--- src/rtl/wsync_rptr_level.sv ---
// Write-domain read-pointer synchronizer with Gray decode, registered fill level and almost-full.
// Optional sticky integrity checker enabled by defining WSYNC_RPTR_GRAY_CHK_EN.
module wsync_rptr_level #(
  parameter int ASIZE       = 4,
  parameter int SYNC_STAGES = 2,   // >= 2
  parameter int AF_LEVEL    = 14   // 1 .. 2**ASIZE
) (
  input  logic             wclk,
  input  logic             wrst_n,
  input  logic [ASIZE:0]   rptr,
  input  logic [ASIZE:0]   wptr,
  output logic [ASIZE:0]   wq2_rptr,
  output logic [ASIZE:0]   wq2_rbin,
  output logic [ASIZE:0]   wlevel,
  output logic             wafull,
  output logic             wgray_err
);

  localparam int            PW     = ASIZE + 1;
  localparam logic [ASIZE:0] AF_THR = PW'(AF_LEVEL);
  localparam logic [ASIZE:0] DEPTH  = {1'b1, {ASIZE{1'b0}}};

  function automatic logic [ASIZE:0] gray2bin(input logic [ASIZE:0] g);
    logic [ASIZE:0] b;
    b[ASIZE] = g[ASIZE];
    for (int i = ASIZE - 1; i >= 0; i--) b[i] = b[i+1] ^ g[i];
    return b;
  endfunction

  // Plain flop chain: nothing combinational may sit between stages.
  logic [SYNC_STAGES-1:0][ASIZE:0] sync_q;
  logic [ASIZE:0]                  rlast;

  always_ff @(posedge wclk or negedge wrst_n) begin
    if (!wrst_n) begin
      sync_q <= '0;
    end else begin
      sync_q[0] <= rptr;
      for (int i = 1; i < SYNC_STAGES; i++) sync_q[i] <= sync_q[i-1];
    end
  end

  assign rlast    = sync_q[SYNC_STAGES-1];
  assign wq2_rptr = rlast;

  // Stage A: decode both pointers to binary.
  logic [ASIZE:0] wq2_rbin_q, wq2_rbin_d;
  logic [ASIZE:0] wbin_q, wbin_d;

  assign wq2_rbin_d = gray2bin(rlast);
  assign wbin_d     = gray2bin(wptr);

  always_ff @(posedge wclk or negedge wrst_n) begin
    if (!wrst_n) begin
      wq2_rbin_q <= '0;
      wbin_q     <= '0;
    end else begin
      wq2_rbin_q <= wq2_rbin_d;
      wbin_q     <= wbin_d;
    end
  end

  assign wq2_rbin = wq2_rbin_q;

  // Stage B: modulo-2^(ASIZE+1) difference absorbs pointer wrap.
  logic [ASIZE:0] wlevel_q, wlevel_d;
  logic           wafull_q, wafull_d;

  assign wlevel_d = wbin_q - wq2_rbin_q;
  assign wafull_d = (wlevel_d >= AF_THR);

  always_ff @(posedge wclk or negedge wrst_n) begin
    if (!wrst_n) begin
      wlevel_q <= '0;
      wafull_q <= 1'b0;
    end else begin
      wlevel_q <= wlevel_d;
      wafull_q <= wafull_d;
    end
  end

  assign wlevel = wlevel_q;
  assign wafull = wafull_q;

`ifdef WSYNC_RPTR_GRAY_CHK_EN
  logic [ASIZE:0] rlast_prev_q;
  logic [ASIZE:0] rstep;
  logic           multi_bit, level_bad;
  logic           gray_err_q, gray_err_d;

  // Clearing the lowest set bit leaves something only if two or more bits toggled.
  assign rstep      = rlast ^ rlast_prev_q;
  assign multi_bit  = |(rstep & (rstep - PW'(1)));
  assign level_bad  = (wlevel_q > DEPTH);
  assign gray_err_d = gray_err_q | multi_bit | level_bad;

  always_ff @(posedge wclk or negedge wrst_n) begin
    if (!wrst_n) begin
      rlast_prev_q <= '0;
      gray_err_q   <= 1'b0;
    end else begin
      rlast_prev_q <= rlast;
      gray_err_q   <= gray_err_d;
    end
  end

  assign wgray_err = gray_err_q;
`else
  assign wgray_err = 1'b0;
`endif

endmodule

--- config.mk ---
export PLATFORM = sky130hd
export DESIGN_NAME = wsync_rptr_level
export DESIGN_NICKNAME = d
export VERILOG_FILES = /design/src/rtl/wsync_rptr_level.sv
export SDC_FILE = /design/constraint.sdc
export NUM_CORES = 1
export LEC_CHECK = 0
export BUFFER_PORTS_ARGS = -buffer_cell sky130_fd_sc_hd__buf_2
export CAP_MARGIN = 30
export CORE_MARGIN = 2
export CORE_UTILIZATION = 30
export DETAILED_ROUTE_END_ITERATION = 12
export GPL_ROUTABILITY_DRIVEN = 0
export GPL_TIMING_DRIVEN = 1
export PLACE_DENSITY_LB_ADDON = 0.25
export REMOVE_ABC_BUFFERS = 1
export SYNTH_ARGS = -nofsm -noshare
export SYNTH_HDL_FRONTEND = slang
export SYNTH_SLANG_ARGS = --single-unit
--- constraint.sdc ---
create_clock -name wclk -period 2.4 [get_ports wclk]
set_clock_uncertainty 0.15 [all_clocks]
set_input_delay 0.24 -clock wclk [delete_from_list [all_inputs] [get_ports wclk]]
set_output_delay 0.24 -clock wclk [all_outputs]
set_load 0.01 [all_outputs]
==> results.rst, run 1 <==
.. list-table::
   :header-rows: 1

   * - Metric
     - Value
   * - Number of buffers and inverters on the critical path
     - 2
   * - Area delta synth->final
     - 31.5%
   * - Nature of the critical path endpoint
     - flip-flop
   * - Worst vdd ir
     - 0.391 mV
   * - Starting density of the core
     - 31.0%
   * - Most common library cells after synthesis
     - 26 x sky130_fd_sc_hd__dfrtp_1, 9 x sky130_fd_sc_hd__xor2_1, 6 x sky130_fd_sc_hd__buf_4, 6 x sky130_fd_sc_hd__inv_1, 4 x sky130_fd_sc_hd__ha_1
   * - Top cell type by total area after synthesis
     - sky130_fd_sc_hd__dfrtp_1
   * - CP arrival
     - 2040 ps
   * - Wire length after detailed routing
     - 1.42 mm
   * - Min cycle time layout
     - 1970 ps
   * - Vias post-DR
     - 535
   * - Peak per-stage delay on the critical path
     - 410 ps
   * - Library cell with the highest instance count after synthesis
     - sky130_fd_sc_hd__dfrtp_1
   * - Commonest register cell after synthesis
     - sky130_fd_sc_hd__dfrtp_1
   * - Syn_area_per_cell
     - 15.3 um^2
   * - IO Port Bufs
     - 27
   * - Tot GR Track Use
     - 8.79%
   * - Residual DRC
     - 0
   * - Category of the worst setup path launch point
     - flip-flop
   * - CTS sink cnt
     - 26
   * - Most area-consuming cells after synthesis
     - sky130_fd_sc_hd__dfrtp_1 70%, sky130_fd_sc_hd__xor2_1 8.5%, sky130_fd_sc_hd__ha_1 5.4%
   * - First-pass GRT wire length
     - 2.24 mm
   * - Outcome
     - complete, no violations
   * - Post-synthesis sequential area ratio
     - 69.8%
   * - Hold/Removal Path Class
     - reg -> reg
   * - Series of cell instances along the critical path
     - inv_1 -> ha_1 -> inv_1 -> fa_1 -> a21o_1 -> a21oi_1 -> xnor2_1 -> a31o_2
   * - Remaining global-route overflow
     - 0
   * - Clock latency on the worst-skew pair
     - 310 ps
   * - Final core utilization
     - 40.8%
   * - Final HPWL from detailed placement
     - 996 um
   * - Vias in the first global route
     - 550
   * - CP Capture Point
     - wafull
   * - Core Region
     - 3000 um^2
   * - Number of placement rows
     - 20
   * - Required arrival time at the worst endpoint
     - 2470 ps
   * - Clock transition at path regs
     - 130 ps
   * - Net total in the final layout
     - 115
   * - Drt via density
     - 4.12
   * - Final instance count without filler cells
     - 130
   * - CTS root buffer
     - sky130_fd_sc_hd__clkbuf_4
   * - Fraction of synthesis flops using an asynchronous set or reset pin
     - 100%
   * - Cts bufs inserted
     - 3
   * - Largest net degree at the start of global routing
     - 27
   * - Reg2reg end
     - wafull
   * - Post-route fraction of the period consumed by the critical path
     - 82.0%
   * - Die Ht
     - 59.7 um
   * - Max-capacitance violation count
     - 0
   * - Reg2reg path depth
     - 8
   * - Source of the worst hold timing path
     - sync_q[0]
   * - CTS H-Tree Depth
     - 1
   * - Maximum achievable frequency
     - 508 MHz
   * - Antenna-violating nets left
     - 0
   * - Clock tree from TritonCTS
     - yes
   * - Area fraction of the dominant cell type after synthesis
     - 69.8%
   * - CTS resizes
     - 0
   * - Post-synth cell types
     - 12
   * - Top Family by Delay on Critical Path
     - compound AO/OA/AOI/OAI gates
   * - Library cell appearing most often on the critical path
     - sky130_fd_sc_hd__inv_1
   * - Placed Instances
     - 115
   * - Number of pins with negative max-slew slack in the final report
     - 0
   * - Top-level port count
     - 29
   * - Final setup fails
     - 0
   * - Number of diodes added for antenna fixing
     - 0
   * - Total number of yosys warnings
     - 0
   * - Initial DRC Count
     - 0
   * - Flop2flop setup slack
     - 430 ps
   * - Power density relative to cell area
     - 914 nW/um^2
   * - Setup bufs post-CTS
     - 0
   * - Cell area after synthesis
     - 932 um^2
   * - Die span in x
     - 59.7 um
   * - Setup TNS
     - 0 ps
   * - Largest buffer count on any clock path
     - 2
   * - Start point of the critical path
     - wbin_q[0]
   * - Slew margin rel.
     - 64.0%
   * - Area enclosed by the die boundary
     - 3570 um^2
   * - Leak Pwr
     - 0.619 nW
   * - Critical path depth
     - 8
   * - Initial antenna violation count
     - 0
   * - Cell at the slowest stage of the critical path
     - sky130_fd_sc_hd__fa_1
   * - Post-synthesis sequential element count
     - 26
   * - Proportion of layout cells with a drive suffix above 1
     - 33.0%
   * - Drt first pass iters
     - 1
   * - CP Class
     - reg -> reg
   * - Routed WL per cell
     - 10.9 um
   * - Startpoint of the worst-slack reg-to-reg timing path
     - wbin_q[0]
   * - Slew at the pin with the worst max-slew slack
     - 540 ps
   * - RSZ-0062 raised after global routing
     - false
   * - Cell count after synthesis
     - 61
   * - Final Hold Vio Count
     - 0
   * - Largest driver fanout on the critical path
     - 2
   * - Number of enable flip-flop cells after synthesis
     - 0
## power breakdown
group	switching, mW	internal, mW
Sequential	0.0255	0.520
Combinational	0.149	0.133
Clock	0.124	0.169
Total	0.299	0.822
## per-layer routing
layer | share of wire (%) | track usage (%)
met5 | 0 | 0
met4 | 0 | 1.59
met3 | 7.8 | 4.98
met2 | 56 | 17.1
met1 | 36 | 7.76
## final cells by class
type / instances / area (um^2)
clock inverter: 1 / 30.0
fill: 285 / 1780
clock buffer: 3 / 22.5
tap: 33 / 41.3
sequential: 26 / 651
inverter: 6 / 22.5
timing repair buffer: 38 / 245
multi-input combinational: 23 / 214
## worst min-delay path by stage
stage	to	slack [ps]	depth (start not counted)
global route	wq2_rptr[2]	240	0
floorplan	sync_q[0]	-210	0
detailed placement	wlevel[1]	100	1
finish	wq2_rptr[0]	210	0
global placement	wlevel[0]	110	1
CTS	wq2_rptr[0]	220	0
## flip-flops by register name, summed over array words and instances (netlist names)
register and flops:
sync_q 5, wq2_rptr 5, wafull 1, wq2_rbin 5, wlevel 5, wbin_q 5
## metrics by stage
step                      instance area, um^2  total power, mW  setup WS [ps]  hold slack, ps
final                                    1230             1.12            431             214
after global routing                     1230             1.20            286             237
after CTS                                1230             1.14            417             219
after detailed placement                 1060            0.833            430             104
after global placement                   1060            0.819            505             110
after floorplan                           887            0.716            534            -206
## cell families (layout without fill, tap and decap cells)
family	count (synthesis)	after routing	share of synthesized area, %
flip-flops	26	26	69.8
XOR/XNOR	12	12	11.3
buffers and inverters	12	48	7.25
adder cells (fa/ha/maj)	5	5	7.52
AO/OA/AOI/OAI	5	5	3.76
other	1	1	0.402
## layout by cell type (no fill, tap or decap), drive strengths merged
cell,instances
a21o,2
dlygate4sd3,11
fa,1
bufinv,1
a31o,1
a21oi,1
inv,6
conb,1
clkbuf,3
ha,4
xnor2,3
xor2,9
buf,27
a31oi,1
dfrtp,26
## timing repair
action                                 4_1_cts  5_1_grt
hold buffers                                11        0
setup endpoints to repair                    0        0
endpoints found under the hold margin       36        0
(Power assumes the default switching activity.)
==> inputs of run 2 (changes only) <==
--- a/config.mk
+++ b/config.mk
@@ -5,6 +5,7 @@
 export SDC_FILE = /design/constraint.sdc
 export NUM_CORES = 1
 export LEC_CHECK = 0
+export ABC_AREA = 1
 export BUFFER_PORTS_ARGS = -buffer_cell sky130_fd_sc_hd__buf_2
 export CAP_MARGIN = 30
 export CORE_MARGIN = 2
==> constraint.sdc (replaced) <==
create_clock -name wclk -period 1.8 [get_ports wclk]
set_clock_uncertainty 0.15 [all_clocks]
set_input_delay 0.18 -clock wclk [delete_from_list [all_inputs] [get_ports wclk]]
set_output_delay 0.18 -clock wclk [all_outputs]
set_load 0.01 [all_outputs]
==> results.rst, run 2 <==
.. list-table::
   :header-rows: 1

   * - Metric
     - Value
   * - Most area-consuming cells after synthesis
     - sky130_fd_sc_hd__dfrtp_1 61%, sky130_fd_sc_hd__nand2_1 9.5%, sky130_fd_sc_hd__inv_1 6.7%
   * - Most common library cells after synthesis
     - 27 x sky130_fd_sc_hd__nand2_1, 26 x sky130_fd_sc_hd__dfrtp_1, 19 x sky130_fd_sc_hd__inv_1
   * - RSZ-0062 raised after global routing
     - true
   * - Initial antenna violation count
     - 0
   * - Worst vdd ir
     - 0.345 mV
   * - First-pass GRT wire length
     - 2.95 mm
   * - Setup bufs post-CTS
     - 0
   * - Max-capacitance violation count
     - 0
   * - Library cell appearing most often on the critical path
     - sky130_fd_sc_hd__nand2_1
   * - Number of buffers and inverters on the critical path
     - 2
   * - Largest driver fanout on the critical path
     - 2
   * - Peak per-stage delay on the critical path
     - 380 ps
   * - Most frequent cells in the layout
     - 27 x sky130_fd_sc_hd__nand2_1, 27 x sky130_fd_sc_hd__buf_2, 26 x sky130_fd_sc_hd__dfrtp_1, 19 x sky130_fd_sc_hd__inv_1, 13 x sky130_fd_sc_hd__nand3_1
   * - Die span in x
     - 63.6 um
   * - Final setup fails
     - 0
   * - CTS sink cnt
     - 26
   * - Final instance count without filler cells
     - 186
   * - Top cell type by total area after synthesis
     - sky130_fd_sc_hd__dfrtp_1
   * - Clock latency on the worst-skew pair
     - 310 ps
   * - Min cycle time layout
     - 1670 ps
   * - Cell area after synthesis
     - 1070 um^2
   * - Post-synthesis sequential area ratio
     - 61.0%
   * - Outcome
     - complete, no violations
   * - Area fraction of the dominant cell type after synthesis
     - 61.0%
   * - Drt first pass iters
     - 4
   * - Commonest register cell after synthesis
     - sky130_fd_sc_hd__dfrtp_1
   * - Number of diodes added for antenna fixing
     - 0
   * - Remaining global-route overflow
     - 0
   * - Library cell with the highest instance count after synthesis
     - sky130_fd_sc_hd__nand2_1
   * - Die Ht
     - 63.6 um
   * - Sequential cell area
     - 651 um^2
   * - # fillers
     - 323
   * - CP Class
     - reg -> reg
   * - Cts bufs inserted
     - 3
   * - Series of cell instances along the critical path
     - inv_1 -> ha_1 -> inv_1 -> fa_2 -> nand3_2 -> nand2_1 -> or2_0 -> nand2_1 -> nand2_1
   * - Power density relative to cell area
     - 888 nW/um^2
   * - Top Family by Delay on Critical Path
     - adder cells
   * - Setup TNS
     - 0 ps
   * - Worst setup slack after placement
     - 71.3 ps
   * - Leak Pwr
     - 0.729 nW
   * - Maximum achievable frequency
     - 599 MHz
   * - Placed Instances
     - 173
   * - CTS H-Tree Depth
     - 1
   * - Wire length after detailed routing
     - 1.78 mm
   * - Number of pins with negative max-slew slack in the final report
     - 0
   * - Slew at the pin with the worst max-slew slack
     - 568 ps
   * - Area enclosed by the die boundary
     - 4050 um^2
   * - Cell count after synthesis
     - 106
   * - Initial DRC Count
     - 12
   * - Final-layout worst hold slack
     - 106 ps
   * - Clock transition at path regs
     - 130 ps
   * - Final Hold Vio Count
     - 0
   * - Top-level port count
     - 29
   * - Number of placement rows
     - 21
   * - Largest net degree at the start of global routing
     - 27
   * - Final HPWL from detailed placement
     - 1.30 mm
   * - Fraction of synthesis flops using an asynchronous set or reset pin
     - 100%
   * - Post-synthesis sequential element count
     - 26
   * - Post-synth cell types
     - 14
   * - Net total in the final layout
     - 159
   * - Residual DRC
     - 0
   * - Cell at the slowest stage of the critical path
     - sky130_fd_sc_hd__dfrtp_1
   * - Category of the worst setup path launch point
     - flip-flop
   * - IO Port Bufs
     - 27
   * - Vias in the first global route
     - 752
   * - Starting density of the core
     - 31.5%
   * - CP arrival
     - 1740 ps
   * - Area delta synth->final
     - 26.0%
   * - Largest buffer count on any clock path
     - 2
   * - Routed WL per cell
     - 9.54 um
   * - Fin worst setup slack
     - 132 ps
   * - Syn_area_per_cell
     - 10.1 um^2
   * - Total number of yosys warnings
     - 0
   * - Required arrival time at the worst endpoint
     - 1870 ps
   * - Tot GR Track Use
     - 9.57%
   * - Vias post-DR
     - 768
   * - Post-route fraction of the period consumed by the critical path
     - 92.7%
   * - Clock tree from TritonCTS
     - yes
   * - Core Region
     - 3390 um^2
   * - Area of the multi-input gates
     - 308 um^2
   * - Antenna-violating nets left
     - 0
   * - Post-layout total power
     - 1.19 mW
   * - Drt via density
     - 4.13
   * - Proportion of layout cells with a drive suffix above 1
     - 22.9%
   * - Hold/Removal Path Class
     - in -> reg
   * - Nature of the critical path endpoint
     - flip-flop
   * - Number of enable flip-flop cells after synthesis
     - 0
   * - Slew margin rel.
     - 62.1%
   * - CTS root buffer
     - sky130_fd_sc_hd__clkbuf_4
## run 2: worst register-to-register path, stage by stage, from the launching register on
cell	delay (ps)
sky130_fd_sc_hd__dfrtp_1	380
sky130_fd_sc_hd__inv_1	50
sky130_fd_sc_hd__ha_1	120
sky130_fd_sc_hd__inv_1	60
sky130_fd_sc_hd__fa_2	360
sky130_fd_sc_hd__nand3_2	80
sky130_fd_sc_hd__nand2_1	60
sky130_fd_sc_hd__or2_0	190
sky130_fd_sc_hd__nand2_1	80
sky130_fd_sc_hd__nand2_1	50
## run 2: cell type report
cell class / instances / share of cell area [%]
flip-flops and latches: 26 / 48.4
inverters: 19 / 5.30
multi-input cells: 55 / 22.9
well taps: 46 / 4.28
repair buffers: 37 / 17.5
clock buffers: 3 / 1.67
## run 2: layer usage
metal / wire length (um) / up-vias / track usage, % / share of wire [%]
met3: 107 / 2 / 4.46 / 6.0
met2: 951 / 21 / 18.6 / 54
met4: 12 / 0 / 1.63 / 0.68
li1: - / 387 / - / -
met1: 703 / 358 / 9.17 / 40
met5: 0 / - / 0 / 0
## run 2: repair_timing
item / 4_1_cts / 5_1_grt
endpoints found under the hold margin: 35 / 0
resized for setup: 0 / 2
endpoints found under the setup margin: 0 / 2
hold buffers: 10 / 0
## run 2: where the power goes
part / switching (mW) / internal, mW
Sequential: 0.0242 / 0.655
Clock: 0.159 / 0.0783
Combinational: 0.154 / 0.124
Total: 0.337 / 0.857
## run 2: final timing paths
path	to	cells after the start	from	slack, ps
setup / recovery	wafull	9	wbin_q[0]	130
hold / removal	wbin_q[2]	4	wptr[2]	110
hold reg to reg	wq2_rptr[4]	0	sync_q[4]	210
min in group asynchronous	wlevel[2]	2	wrst_n	230
max in group asynchronous	wlevel[4]	2	wrst_n	900
setup reg to reg	wafull	9	wbin_q[0]	130
## run 2: cells by family after synthesis
group           synth area share [%]
other cells                    0.351
simple gates                    18.6
compound gates                 0.938
buf+inv                         10.9
xor+xnor                        1.64
flops                           61.0
fa+ha+maj                       6.57
## run 2: through the flow
step / area (um^2) / utilization, %
floorplan: 1020 / -
global placement: 1210 / 35.8
detailed placement: 1210 / 35.8
CTS: 1340 / 39.5
global route: 1350 / 39.7
finish: 1350 / 39.7
==> inputs of run 3 (changes only) <==
==> constraint.sdc (replaced) <==
create_clock -name wclk -period 1.5 [get_ports wclk]
set_clock_uncertainty 0.15 [all_clocks]
set_input_delay 0.15 -clock wclk [delete_from_list [all_inputs] [get_ports wclk]]
set_output_delay 0.15 -clock wclk [all_outputs]
set_load 0.01 [all_outputs]
==> results.rst, run 3 (same netlist as run 2, synthesis figures left out) <==
.. list-table::
   :header-rows: 1

   * - Metric
     - Value
   * - Hold path endpoint
     - wbin_q[2]
   * - Reg2reg end
     - wafull
   * - Final-layout worst hold slack
     - 71.9 ps
   * - Vias in the first global route
     - 756
   * - Placed Instances
     - 177
   * - Cell at the slowest stage of the critical path
     - sky130_fd_sc_hd__dfrtp_1
   * - Series of cell instances along the critical path
     - inv_1 -> ha_2 -> inv_2 -> fa_2 -> nand3_2 -> nand2_2 -> or2_0 -> nand2_1 -> nand2_1
   * - Die span in x
     - 63.6 um
   * - Sequential cell area
     - 651 um^2
   * - Required arrival time at the worst endpoint
     - 1570 ps
   * - Area of the multi-input gates
     - 319 um^2
   * - Clock latency on the worst-skew pair
     - 310 ps
   * - Drt via density
     - 4.16
   * - Slew at the pin with the worst max-slew slack
     - 568 ps
   * - Peak per-stage delay on the critical path
     - 380 ps
   * - Largest buffer count on any clock path
     - 2
   * - Number of pins with negative max-slew slack in the final report
     - 0
   * - First-pass GRT wire length
     - 2.98 mm
   * - Initial antenna violation count
     - 0
   * - Cts bufs inserted
     - 3
   * - Fin worst setup slack
     - -191 ps
   * - Vias post-DR
     - 795
   * - Category of the worst setup path launch point
     - flip-flop
   * - # fillers
     - 322
   * - Startpoint of the worst-slack reg-to-reg timing path
     - wbin_q[0]
   * - Top-level port count
     - 29
   * - Number of diodes added for antenna fixing
     - 0
   * - Portion of total power attributed to sequential cells
     - 55.7%
   * - IO Port Bufs
     - 27
   * - Net switching share of the total power
     - 28.3%
   * - Number of placement rows
     - 21
   * - Initial DRC Count
     - 7
   * - Clock network fraction of design power
     - 19.2%
   * - Area delta synth->final
     - 30.6%
   * - Power density relative to cell area
     - 1050 nW/um^2
   * - Maximum achievable frequency
     - 591 MHz
   * - Source of the worst hold timing path
     - wptr[2]
   * - Number of cells traversed by the worst hold path
     - 4
   * - RSZ-0062 raised after global routing
     - true
   * - Antenna-violating nets left
     - 0
   * - Proportion of layout cells with a drive suffix above 1
     - 29.0%
   * - Worst vdd ir
     - 0.700 mV
   * - Max-capacitance violation count
     - 0
   * - Library cell appearing most often on the critical path
     - sky130_fd_sc_hd__nand2_1
   * - Failing checks
     - negative setup slack
   * - Residual DRC
     - 0
   * - Leak Pwr
     - 0.750 nW
   * - Top Family by Delay on Critical Path
     - adder cells
   * - Drt first pass iters
     - 4
   * - Hold/Removal Path Class
     - in -> reg
   * - Routed WL per cell
     - 9.74 um
   * - Post-layout total power
     - 1.47 mW
   * - Tot GR Track Use
     - 9.67%
   * - Remaining global-route overflow
     - 0
   * - Int Power
     - 1.05 mW
   * - Wire length after detailed routing
     - 1.86 mm
   * - Largest driver fanout on the critical path
     - 2
   * - Largest net degree at the start of global routing
     - 27
   * - Most common library cell in the layout ignoring fill and taps
     - sky130_fd_sc_hd__buf_2
   * - Core Region
     - 3390 um^2
   * - Final instance count without filler cells
     - 191
   * - Post-route fraction of the period consumed by the critical path
     - 113%
   * - Clock transition at path regs
     - 130 ps
   * - CP Class
     - reg -> reg
   * - Outcome
     - complete, but fails checks
   * - Relative contribution of combinational cells to total power
     - 25.1%
   * - Area enclosed by the die boundary
     - 4050 um^2
   * - Min cycle time layout
     - 1690 ps
   * - Flop2flop setup slack
     - -190 ps
   * - Final HPWL from detailed placement
     - 1.29 mm
   * - Net total in the final layout
     - 164
   * - Final setup fails
     - 2
   * - Net load switching power
     - 0.415 mW
   * - Clock tree from TritonCTS
     - yes
   * - CTS sink cnt
     - 26
   * - CTS root buffer
     - sky130_fd_sc_hd__clkbuf_4
   * - Number of buffers and inverters on the critical path
     - 2
   * - Reg2reg path depth
     - 9
   * - Starting density of the core
     - 31.5%
   * - Nature of the critical path endpoint
     - flip-flop
   * - Most frequent cells in the layout
     - 27 x sky130_fd_sc_hd__buf_2, 26 x sky130_fd_sc_hd__nand2_1, 26 x sky130_fd_sc_hd__dfrtp_1, 18 x sky130_fd_sc_hd__inv_1, 13 x sky130_fd_sc_hd__nand3_1
   * - Slew margin rel.
     - 62.2%
   * - CP arrival
     - 1760 ps
   * - Die Ht
     - 63.6 um
   * - Setup TNS
     - -363 ps
   * - CTS H-Tree Depth
     - 1
   * - Final Hold Vio Count
     - 0
[run 3: per-stage QoR]
stage	utilization, %	setup slack, ps	cell area (um^2)
floorplan	-	-173	1020
global placement	36.7	-195	1240
finish	41.1	-191	1390
detailed placement	36.7	-243	1240
global route	41.1	-334	1390
CTS	40.4	-195	1370
[run 3: worst max path at each step]
stage,startpoint,endpoint,slack [ps],depth (start not counted)
after global routing,wbin_q[0],wafull,-330,9
after CTS,wbin_q[0],wafull,-200,9
after global placement,wbin_q[0],wafull,-200,9
final,wbin_q[0],wafull,-190,9
after detailed placement,wbin_q[0],wafull,-240,9
after floorplan,wq2_rbin[0],wafull,-170,8
[run 3: layout make-up]
cell class | count | share of cell area (%)
clock buffer | 3 | 1.62
inverter | 19 | 5.12
multi-input combinational | 55 | 22.9
sequential | 26 | 46.7
tap | 46 | 4.13
timing repair buffer | 42 | 19.6
[run 3: timing repair]
item                                   CTS  global route
endpoints found under the hold margin   35             0
hold buffers                            10             0
setup endpoints to repair                2             4
setup buffers                            0             1
gates resized for setup                  1             6
pin swaps                                0             2
[run 3: power groups by stage]
stage	logic [mW]	clock network [mW]	registers, mW
floorplan	0.146	0	0.868
global route	0.417	0.341	0.826
detailed placement	0.330	0	0.831
CTS	0.352	0.302	0.817
global placement	0.319	0	0.830
finish	0.369	0.282	0.816
[run 3: layer usage]
metal / global-route usage (%) / vias to the layer above / routed length (um)
met2: 18.2 / 23 / 1000
met4: 2.45 / 0 / 12
met1: 9.92 / 374 / 754
met5: 0 / - / 0
li1: - / 396 / -
met3: 3.75 / 2 / 90
[run 3: worst reg2reg max path: stages (launching register included)]
cell                      delay, ps
sky130_fd_sc_hd__dfrtp_1        380
sky130_fd_sc_hd__inv_1           60
sky130_fd_sc_hd__ha_2           160
sky130_fd_sc_hd__inv_2           40
sky130_fd_sc_hd__fa_2           350
sky130_fd_sc_hd__nand3_2         80
sky130_fd_sc_hd__nand2_2         60
sky130_fd_sc_hd__or2_0          190
sky130_fd_sc_hd__nand2_1         80
sky130_fd_sc_hd__nand2_1         50
